--- config.mk ---
export PLATFORM = sky130hd
export DESIGN_NAME = param_deserializer
export DESIGN_NICKNAME = d
export VERILOG_FILES = /design/src/rtl/param_deserializer.sv
export SDC_FILE = /design/constraint.sdc
export NUM_CORES = 1
export LEC_CHECK = 0
export BUFFER_PORTS_ARGS = -buffer_cell sky130_fd_sc_hd__clkbuf_2
export CAP_MARGIN = 20
export CORE_MARGIN = 2
export CORE_UTILIZATION = 56
export DETAILED_ROUTE_END_ITERATION = 12
export PLACE_DENSITY = 0.87
export SYNTH_ARGS = -nofsm -noshare
export SYNTH_HDL_FRONTEND = slang
export SYNTH_SLANG_ARGS = --single-unit
export TNS_END_PERCENT = 1
--- constraint.sdc ---
create_clock -name clk -period 4.8 [get_ports clk]
set_input_delay 0.24 -clock clk [delete_from_list [all_inputs] [get_ports clk]]
set_output_delay 0.24 -clock clk [all_outputs]
set_load 0.005 [all_outputs]
--- src/rtl/param_deserializer.sv ---
// param_deserializer
//   Collects DATA_WIDTH payload bits from an oversampled serial line into a
//   parallel word. One bit is captured per bit period, on the clock where
//   edge_count reaches (Prescale/2)+2 while deser_en is high. Bit order is
//   chosen per frame from lsb_first, sampled on the frame's first bit.
//
//   Optional feature macro: DESER_PARITY_EN
//     defined   : par_calc = (XOR of completed word) XOR par_type,
//                 loaded together with P_DATA
//     undefined : par_calc tied to 0, par_type unused
//
// Ports
//   clk         in   sole clock, rising edge
//   rst         in   asynchronous reset, active low
//   sampled_bit in   majority-voted line value
//   deser_en    in   payload window enable; low discards a partial frame
//   lsb_first   in   1 = LSB first, 0 = MSB first
//   par_type    in   0 = even, 1 = odd (parity build only)
//   Prescale    in   oversampling ratio
//   edge_count  in   edge position within the current bit
//   P_DATA      out  last completed word
//   data_valid  out  one-cycle pulse after a word completes
//   bit_cnt     out  payload bits captured in the current frame
//   par_calc    out  parity of P_DATA
module param_deserializer #(
  parameter int DATA_WIDTH  = 8,
  parameter int PRESC_WIDTH = 6,
  parameter int CNT_WIDTH   = 5
) (
  input  logic                   clk,
  input  logic                   rst,
  input  logic                   sampled_bit,
  input  logic                   deser_en,
  input  logic                   lsb_first,
  input  logic                   par_type,
  input  logic [PRESC_WIDTH-1:0] Prescale,
  input  logic [CNT_WIDTH-1:0]   edge_count,
  output logic [DATA_WIDTH-1:0]  P_DATA,
  output logic                   data_valid,
  output logic [3:0]             bit_cnt,
  output logic                   par_calc
);

  localparam int CMP_W = ((PRESC_WIDTH > CNT_WIDTH) ? PRESC_WIDTH : CNT_WIDTH) + 1;

  localparam logic [1:0] IDLE  = 2'd0;
  localparam logic [1:0] SHIFT = 2'd1;
  localparam logic [1:0] DONE  = 2'd2;

  logic [1:0]            state;
  logic [DATA_WIDTH-1:0] shift_reg;
  logic [DATA_WIDTH-1:0] shift_next;
  logic                  order_q;
  logic                  order_eff;
  logic [CMP_W-1:0]      target;
  logic [CMP_W-1:0]      edge_ext;
  logic                  strobe;
  logic                  last_bit;

  // Both operands zero-extended to a common width with one bit of headroom
  // so the +2 cannot wrap.
  assign target   = CMP_W'(Prescale >> 1) + CMP_W'(2);
  assign edge_ext = CMP_W'(edge_count);
  assign strobe   = deser_en && (edge_ext == target);

  // First bit of a frame uses the live lsb_first; later bits use the value
  // latched on that first strobe.
  assign order_eff  = (bit_cnt == 4'd0) ? lsb_first : order_q;
  assign shift_next = order_eff ? {sampled_bit, shift_reg[DATA_WIDTH-1:1]}
                                : {shift_reg[DATA_WIDTH-2:0], sampled_bit};
  assign last_bit   = (bit_cnt == 4'(DATA_WIDTH - 1));

  assign data_valid = (state == DONE);

  always_ff @(posedge clk or negedge rst) begin
    if (!rst) begin
      state     <= IDLE;
      shift_reg <= '0;
      bit_cnt   <= '0;
      P_DATA    <= '0;
      order_q   <= 1'b1;
    end else if (!deser_en) begin
      state     <= IDLE;
      bit_cnt   <= '0;
      shift_reg <= '0;
    end else begin
      case (state)
        IDLE, SHIFT, DONE: state <= SHIFT;
        default:           state <= IDLE;
      endcase
      if (strobe) begin
        if (bit_cnt == 4'd0) begin
          order_q <= lsb_first;
        end
        shift_reg <= shift_next;
        if (last_bit) begin
          bit_cnt <= '0;
          P_DATA  <= shift_next;
          state   <= DONE;
        end else begin
          bit_cnt <= bit_cnt + 4'd1;
        end
      end
    end
  end

`ifdef DESER_PARITY_EN
  always_ff @(posedge clk or negedge rst) begin
    if (!rst) begin
      par_calc <= 1'b0;
    end else if (strobe && last_bit) begin
      par_calc <= (^shift_next) ^ par_type;
    end
  end
`else
  logic unused_par_type;
  assign unused_par_type = par_type;
  assign par_calc        = 1'b0;
`endif

endmodule

==> reports/results.ini, run 1 <==
[outcome]
status = finished clean

[timing]
max-slew-margin-rel_pct = 48.1
hold_viol = 0
finalSetupTns_ps = 0
finalMaxSlewViolations = 0
setup_viol = 0
rsz0062_at_grt = false
clock_skew_ps = 4.79
setup_slack_ps = 2500
fmax_mhz = 434
worst_pin_slew_ps = 773
period_needed_ps = 2300
fin_crit_sh_pct = 48.0

[yosys]
yosysTopAreaCell = dfrtp_1
synthArstFlopShare_pct = 100
synth_nets = 134
synthCells = 114
synth_most_common_cell = dfrtp_1
ys_warn_count = 0
post_synth_num_cell_types = 33
ys.flop_type = dfrtp_1
ys_seq_elements = 23
yosysTopAreaCellShare_pct = 42.3
synth-edff-count = 0
synth_area_per_cell_um2 = 11.4
netlist_top_cells_area = dfrtp_1 (42%), mux2_2 (9.5%), mux2i_1 (6.9%)
seq_area_frac_synth_pct = 44.3
synthTopCellsByCount = dfrtp_1 (22), nand2_1 (12), mux2_2 (11), mux2i_1 (9)
syn_area_um2 = 1300

[critical_path]
ff2ff_setup_slack_ps = 2500
crit_buf_inv = 1
worstPathRequired_ps = 5020
worstPathCellList = inv_1, ha_1, nor3b_2, mux2i_2, mux2_2, mux2_2
path_max_fanout = 8
cp.arrival_ps = 2520
start_kind = register
end_kind = register
criticalPathCategory = reg -> reg
rr_endpoint = P_DATA[5]$_DFFE_PN0P_
reg2reg_depth = 6
crit_path_start = bit_cnt[0]$_DFFE_PN0P_
endpoint = P_DATA[5]$_DFFE_PN0P_
crit_family = multiplexers
cp_slowest_cell = mux2i_2
worst_path_most_repeated_cell = mux2_2
cp.depth = 6
slowest_delay_ps = 600
r2r_start = bit_cnt[0]$_DFFE_PN0P_

[clock_tree]
post_cts_buffers = 0
cts_buffers = 3
clockBufferDepth = 2
hold_buffers = 1
cts_root_buffer = clkbuf_4
h-tree-depth = 1
clk_latency_ps = 320
cts_resized = 0
cts_tree = done
clk_pin_slew_ps = 130
clock_sinks = 23

[placement]
dp_hpwl_mm = 1.78
post-place-ws_ps = 2360
place.gp.congestion = 0.774
placed_area_um2 = 1430
io_buffers = 27
dp.cells = 162

[cells_and_area]
antenna_cells = 0
seq_area_um2 = 577
fin_cells = 168
fillCellCount = 174
area_delta_synth_final_pct = 13.2
stdcell_area_um2 = 1470
multi_input_area_um2 = 652
nNetsFinal = 161
drive_gt1_share_pct = 38.6

[route]
drt-total-wl_mm = 2.50
vias = 965
ant_nets = 0
dr.pass1.iters = 4
route.detailed.drc = 0
routedWlPerCell_um = 14.9
drtIter0Drc = 20
routed_via_density = 5.74

[floorplan]
dieHeight_um = 52.2
die_area_um2 = 2730
core-area_um2 = 2210
rows = 17
start_util_pct = 58.9
die_x_um = 52.2
ios = 31

[global_route]
grt.total_usage_pct = 19.4
grt_pass1_wl_mm = 3.86
antenna_found_initial = 0
grt_pass1_vias = 885
grt_overflow = 0
grt_max_degree = 24

[power]
vdd_drop_max_v = 0.000199
pwr_density_cell_nw_per_um2 = 242
leakagePower_nw = 0.762

[min_path]
min_path_type = in -> reg

[job]
maxCapViolations = 0

[final cells by class]
| cell class | instances | share of cell area (%) |
|---|---|---|
| flip-flops and latches | 23 | 39.1 |
| clock inverters | 1 | 0.340 |
| inverters | 8 | 2.04 |
| well taps | 28 | 2.38 |
| multi-input cells | 76 | 44.2 |
| clock buffers | 3 | 1.53 |
| repair buffers | 29 | 10.4 |
[routing by layer]
| metal | vias to the layer above | track usage [%] | wire (um) |
|---|---|---|---|
| met4 | 0 | 10.3 | 35 |
| met1 | 470 | 23.3 | 1050 |
| met3 | 4 | 2.86 | 119 |
| met5 | - | 0 | 0 |
| li1 | 461 | - | - |
| met2 | 30 | 33.3 | 1300 |
[worst min path at each step]
stage               cells after the start  slack (ps)               endpoint       from
floorplan                               0         -60  P_DATA[0]$_DFFE_PN0P_        rst
global placement                        1         250  P_DATA[1]$_DFFE_PN0P_        rst
detailed placement                      1         260  P_DATA[1]$_DFFE_PN0P_        rst
CTS                                     2         180    order_q$_DFFE_PN1P_  lsb_first
global route                            2         190    order_q$_DFFE_PN1P_  lsb_first
finish                                  2         170    order_q$_DFFE_PN1P_  lsb_first
[report_power, final]
group,leakage (nW),internal (mW),total (mW),switching (mW)
combinational,0.445,0.0231,0.0593,0.0362
clock,0.0177,0.0312,0.0928,0.0616
sequential,0.299,0.201,0.205,0.00377
total,0.762,0.256,0.357,0.102
[cell usage in the layout (no fill, tap or decap)]
| cell | instances |
|---|---|
| clkbuf_4 | 3 |
| a221oi_1 | 1 |
| nand4_4 | 1 |
| mux2i_1 | 9 |
| mux2_2 | 11 |
| nand3_1 | 1 |
| dfrtp_1 | 22 |
| nor2b_1 | 1 |
| buf_4 | 1 |
| and3_4 | 1 |
| clkbuf_2 | 27 |
| nor3b_1 | 1 |
| mux2i_2 | 1 |
| nor4_4 | 1 |
| nor3b_2 | 1 |
| nand2_1 | 12 |
| a41o_1 | 1 |
| a31oi_1 | 8 |
| xnor2_1 | 3 |
| xor2_1 | 2 |
| inv_1 | 8 |
| clkinv_2 | 1 |
| nand2b_1 | 1 |
| and3_1 | 2 |
| conb_1 | 1 |
| nand4b_1 | 2 |
| ha_1 | 3 |
| nor2_1 | 1 |
| dfstp_2 | 1 |
| xnor3_1 | 1 |
| a31o_2 | 5 |
| dlygate4sd3_1 | 1 |
| nand4_1 | 1 |
| a211oi_1 | 3 |
| a21oi_1 | 1 |
[cell families (layout without fill, tap and decap cells)]
family | count (synthesis) | count (layout) | share of synthesized area [%]
XOR/XNOR | 6 | 6 | 5.09
buffers and inverters | 15 | 41 | 5.67
AND/OR/NAND/NOR | 26 | 26 | 13.5
multiplexers | 21 | 21 | 17.5
other | 1 | 1 | 0.288
adder cells (fa/ha/maj) | 3 | 3 | 2.88
AO/OA/AOI/OAI | 19 | 19 | 10.8
flip-flops | 23 | 23 | 44.3
[through the flow]
stage	utilization, %	hold WS, ps	power [mW]
3_5_place_dp	64.6	260	0.266
2_1_floorplan	-	-55.6	0.250
4_1_cts	66.3	183	0.356
6_report	66.6	175	0.357
3_3_place_gp	64.6	252	0.263
5_1_grt	66.6	190	0.369
Note: power is estimated with default switching activity, not from simulation.
==> inputs of run 2 (changes only) <==
--- a/config.mk
+++ b/config.mk
@@ -5,12 +5,13 @@
 export SDC_FILE = /design/constraint.sdc
 export NUM_CORES = 1
 export LEC_CHECK = 0
+export ABC_AREA = 1
 export BUFFER_PORTS_ARGS = -buffer_cell sky130_fd_sc_hd__clkbuf_2
 export CAP_MARGIN = 20
 export CORE_MARGIN = 2
-export CORE_UTILIZATION = 56
+export CORE_UTILIZATION = 54
 export DETAILED_ROUTE_END_ITERATION = 12
-export PLACE_DENSITY = 0.87
+export PLACE_DENSITY = 0.83
 export SYNTH_ARGS = -nofsm -noshare
 export SYNTH_HDL_FRONTEND = slang
 export SYNTH_SLANG_ARGS = --single-unit
==> constraint.sdc (replaced) <==
create_clock -name clk -period 2.2 [get_ports clk]
set_input_delay 0.11 -clock clk [delete_from_list [all_inputs] [get_ports clk]]
set_output_delay 0.11 -clock clk [all_outputs]
set_load 0.005 [all_outputs]
==> run 2 against run 1 <==
Register-to-register slack lost 1900 ps. Non-clock buffer count unchanged. Via count rose by 30%. Cell area increased by 17%. Sequential cell count unchanged. Critical path depth did not move. Wire length is 12% higher. Die area rose by 20%. Critical path type unchanged. Largest cell class unchanged. Largest power group unchanged.
==> reports/results.ini, run 2 <==
[route]
drt-total-wl_mm = 2.80
drtIter0Drc = 35
ant_nets = 0
vias = 1257
routedWlPerCell_um = 11.4
route.detailed.drc = 0
routed_via_density = 5.13
dr.pass1.iters = 4

[job]
maxCapViolations = 0

[timing]
finalSetupTns_ps = 0
period_needed_ps = 1600
worst_pin_slew_ps = 574
rsz0062_at_grt = false
hold_viol = 0
finalMaxSlewViolations = 0
fmax_mhz = 626
fin_crit_sh_pct = 72.6
max-slew-margin-rel_pct = 61.7
clock_skew_ps = 2.17
setup_viol = 0

[floorplan]
die_x_um = 57.3
rows = 19
dieHeight_um = 57.3
start_util_pct = 56.1
die_area_um2 = 3280
ios = 31
core-area_um2 = 2730

[critical_path]
crit_buf_inv = 0
cp.depth = 6
cp_slowest_cell = dfrtp_1
worstPathCellList = ha_1, nand2_1, nor2_2, nand4_4, nand2_1, nand2_1
cp.arrival_ps = 1810
end_kind = register
reg2reg_depth = 6
start_kind = register
crit_family = simple AND/OR/NAND/NOR gates
criticalPathCategory = reg -> reg
slowest_delay_ps = 470
worst_path_most_repeated_cell = nand2_1
path_max_fanout = 10
worstPathRequired_ps = 2410

[yosys]
yosysTopAreaCellShare_pct = 35.9
synthArstFlopShare_pct = 100
synth_nets = 205
yosysTopAreaCell = dfrtp_1
netlist_top_cells_area = dfrtp_1 (36%), nand2_1 (17%), nand3_2 (7.8%)
synthCells = 185
ys_seq_elements = 23
post_synth_num_cell_types = 25
ys.flop_type = dfrtp_1
seq_area_frac_synth_pct = 37.6
synthTopCellsByCount = nand2_1 (71), dfrtp_1 (22), inv_1 (14), nand3_1 (13), nand3_2 (12)
syn_area_um2 = 1530
synth_area_per_cell_um2 = 8.29
ys_warn_count = 0
synth_most_common_cell = nand2_1
synth-edff-count = 0

[cells_and_area]
seq_area_um2 = 577
final_cell_mix = nand2_1 (71), clkbuf_2 (27), dfrtp_1 (22)
fillCellCount = 239
area_delta_synth_final_pct = 12.0
nNetsFinal = 235
final_common_cell = nand2_1
multi_input_area_um2 = 862
drive_gt1_share_pct = 31.3
antenna_cells = 0

[clock_tree]
cts_tree = done
clk_pin_slew_ps = 130
h-tree-depth = 1
cts_buffers = 3
hold_buffers = 1
cts_resized = 0
clk_latency_ps = 310
post_cts_buffers = 0
clockBufferDepth = 2
clock_sinks = 23
cts_root_buffer = clkbuf_4

[placement]
place.gp.congestion = 0.832
io_buffers = 27
dp_hpwl_mm = 2.14

[power]
vdd_drop_max_v = 0.000338
pwr_density_cell_nw_per_um2 = 457
power.total_uw = 784
leakagePower_nw = 1.01

[min_path]
min_path_type = in -> reg
hold_depth = 5

[global_route]
grt_pass1_vias = 1194
grt_max_degree = 24
grt.total_usage_pct = 19.0
antenna_found_initial = 0
grt_pass1_wl_mm = 5.02
grt_overflow = 0

[outcome]
status = finished clean

[run 2: routing by layer]
layer  wire, um  track usage, %
met1       1290            25.4
met3        130            2.49
met2       1350            32.5
met4         22            4.98
met5          0               0
[run 2: per-stage QoR]
step	area (um^2)	utilization [%]	hold slack, ps	std cells	setup WS, ps
6_report	1720	62.8	157	245	603
2_1_floorplan	1530	-	-186	185	794
4_1_cts	1720	62.8	142	245	609
3_3_place_gp	1680	61.5	134	240	552
5_1_grt	1720	62.8	181	245	428
3_5_place_dp	1680	61.5	136	240	549
[run 2: worst paths after layout]
| kind | slack (ps) | to | startpoint |
|---|---|---|---|
| max | 600 | P_DATA[7]$_DFFE_PN0P_ | bit_cnt[0]$_DFFE_PN0P_ |
| min | 160 | shift_reg[7]$_DFFE_PN0P_ | sampled_bit |
| max reg2reg | 600 | P_DATA[7]$_DFFE_PN0P_ | bit_cnt[0]$_DFFE_PN0P_ |
| min reg2reg | 490 | P_DATA[5]$_DFFE_PN0P_ | P_DATA[5]$_DFFE_PN0P_ |
| max in group asynchronous | 1510 | state[1]$_DFF_PN0_ | rst |
| min in group asynchronous | 310 | bit_cnt[1]$_DFFE_PN0P_ | rst |
[run 2: kinds of logic (layout without fill, tap and decap cells)]
group | count (synthesis) | count (layout) | share of synthesized area (%)
adders and majority gates | 3 | 3 | 2.45
AOI/OAI and AO/OA | 5 | 5 | 2.37
other | 1 | 1 | 0.244
buffers and inverters | 20 | 49 | 6.20
DFF | 23 | 23 | 37.6
xor gates and xnor gates | 7 | 7 | 4.00
and+or+nand+nor | 126 | 126 | 47.1
[run 2: power breakdown]
group | internal [mW] | switching (mW)
registers | 0.437 | 0.0100
logic | 0.0488 | 0.0923
clock network | 0.0678 | 0.128
[run 2: area by class of cell]
cell class              count  share of cell area, %
clock inverters             1                  0.291
inverters                  16                   3.50
well taps                  31                   2.26
repair buffers             29                   8.89
flip-flops and latches     23                   33.6
multi-input cells         142                   50.2
clock buffers               3                   1.31
[run 2: worst reg2reg max path: stages, from the launching register on]
cell,delay [ps]
dfrtp_1,470
ha_1,220
nand2_1,90
nor2_2,340
nand4_4,220
nand2_1,100
nand2_1,60
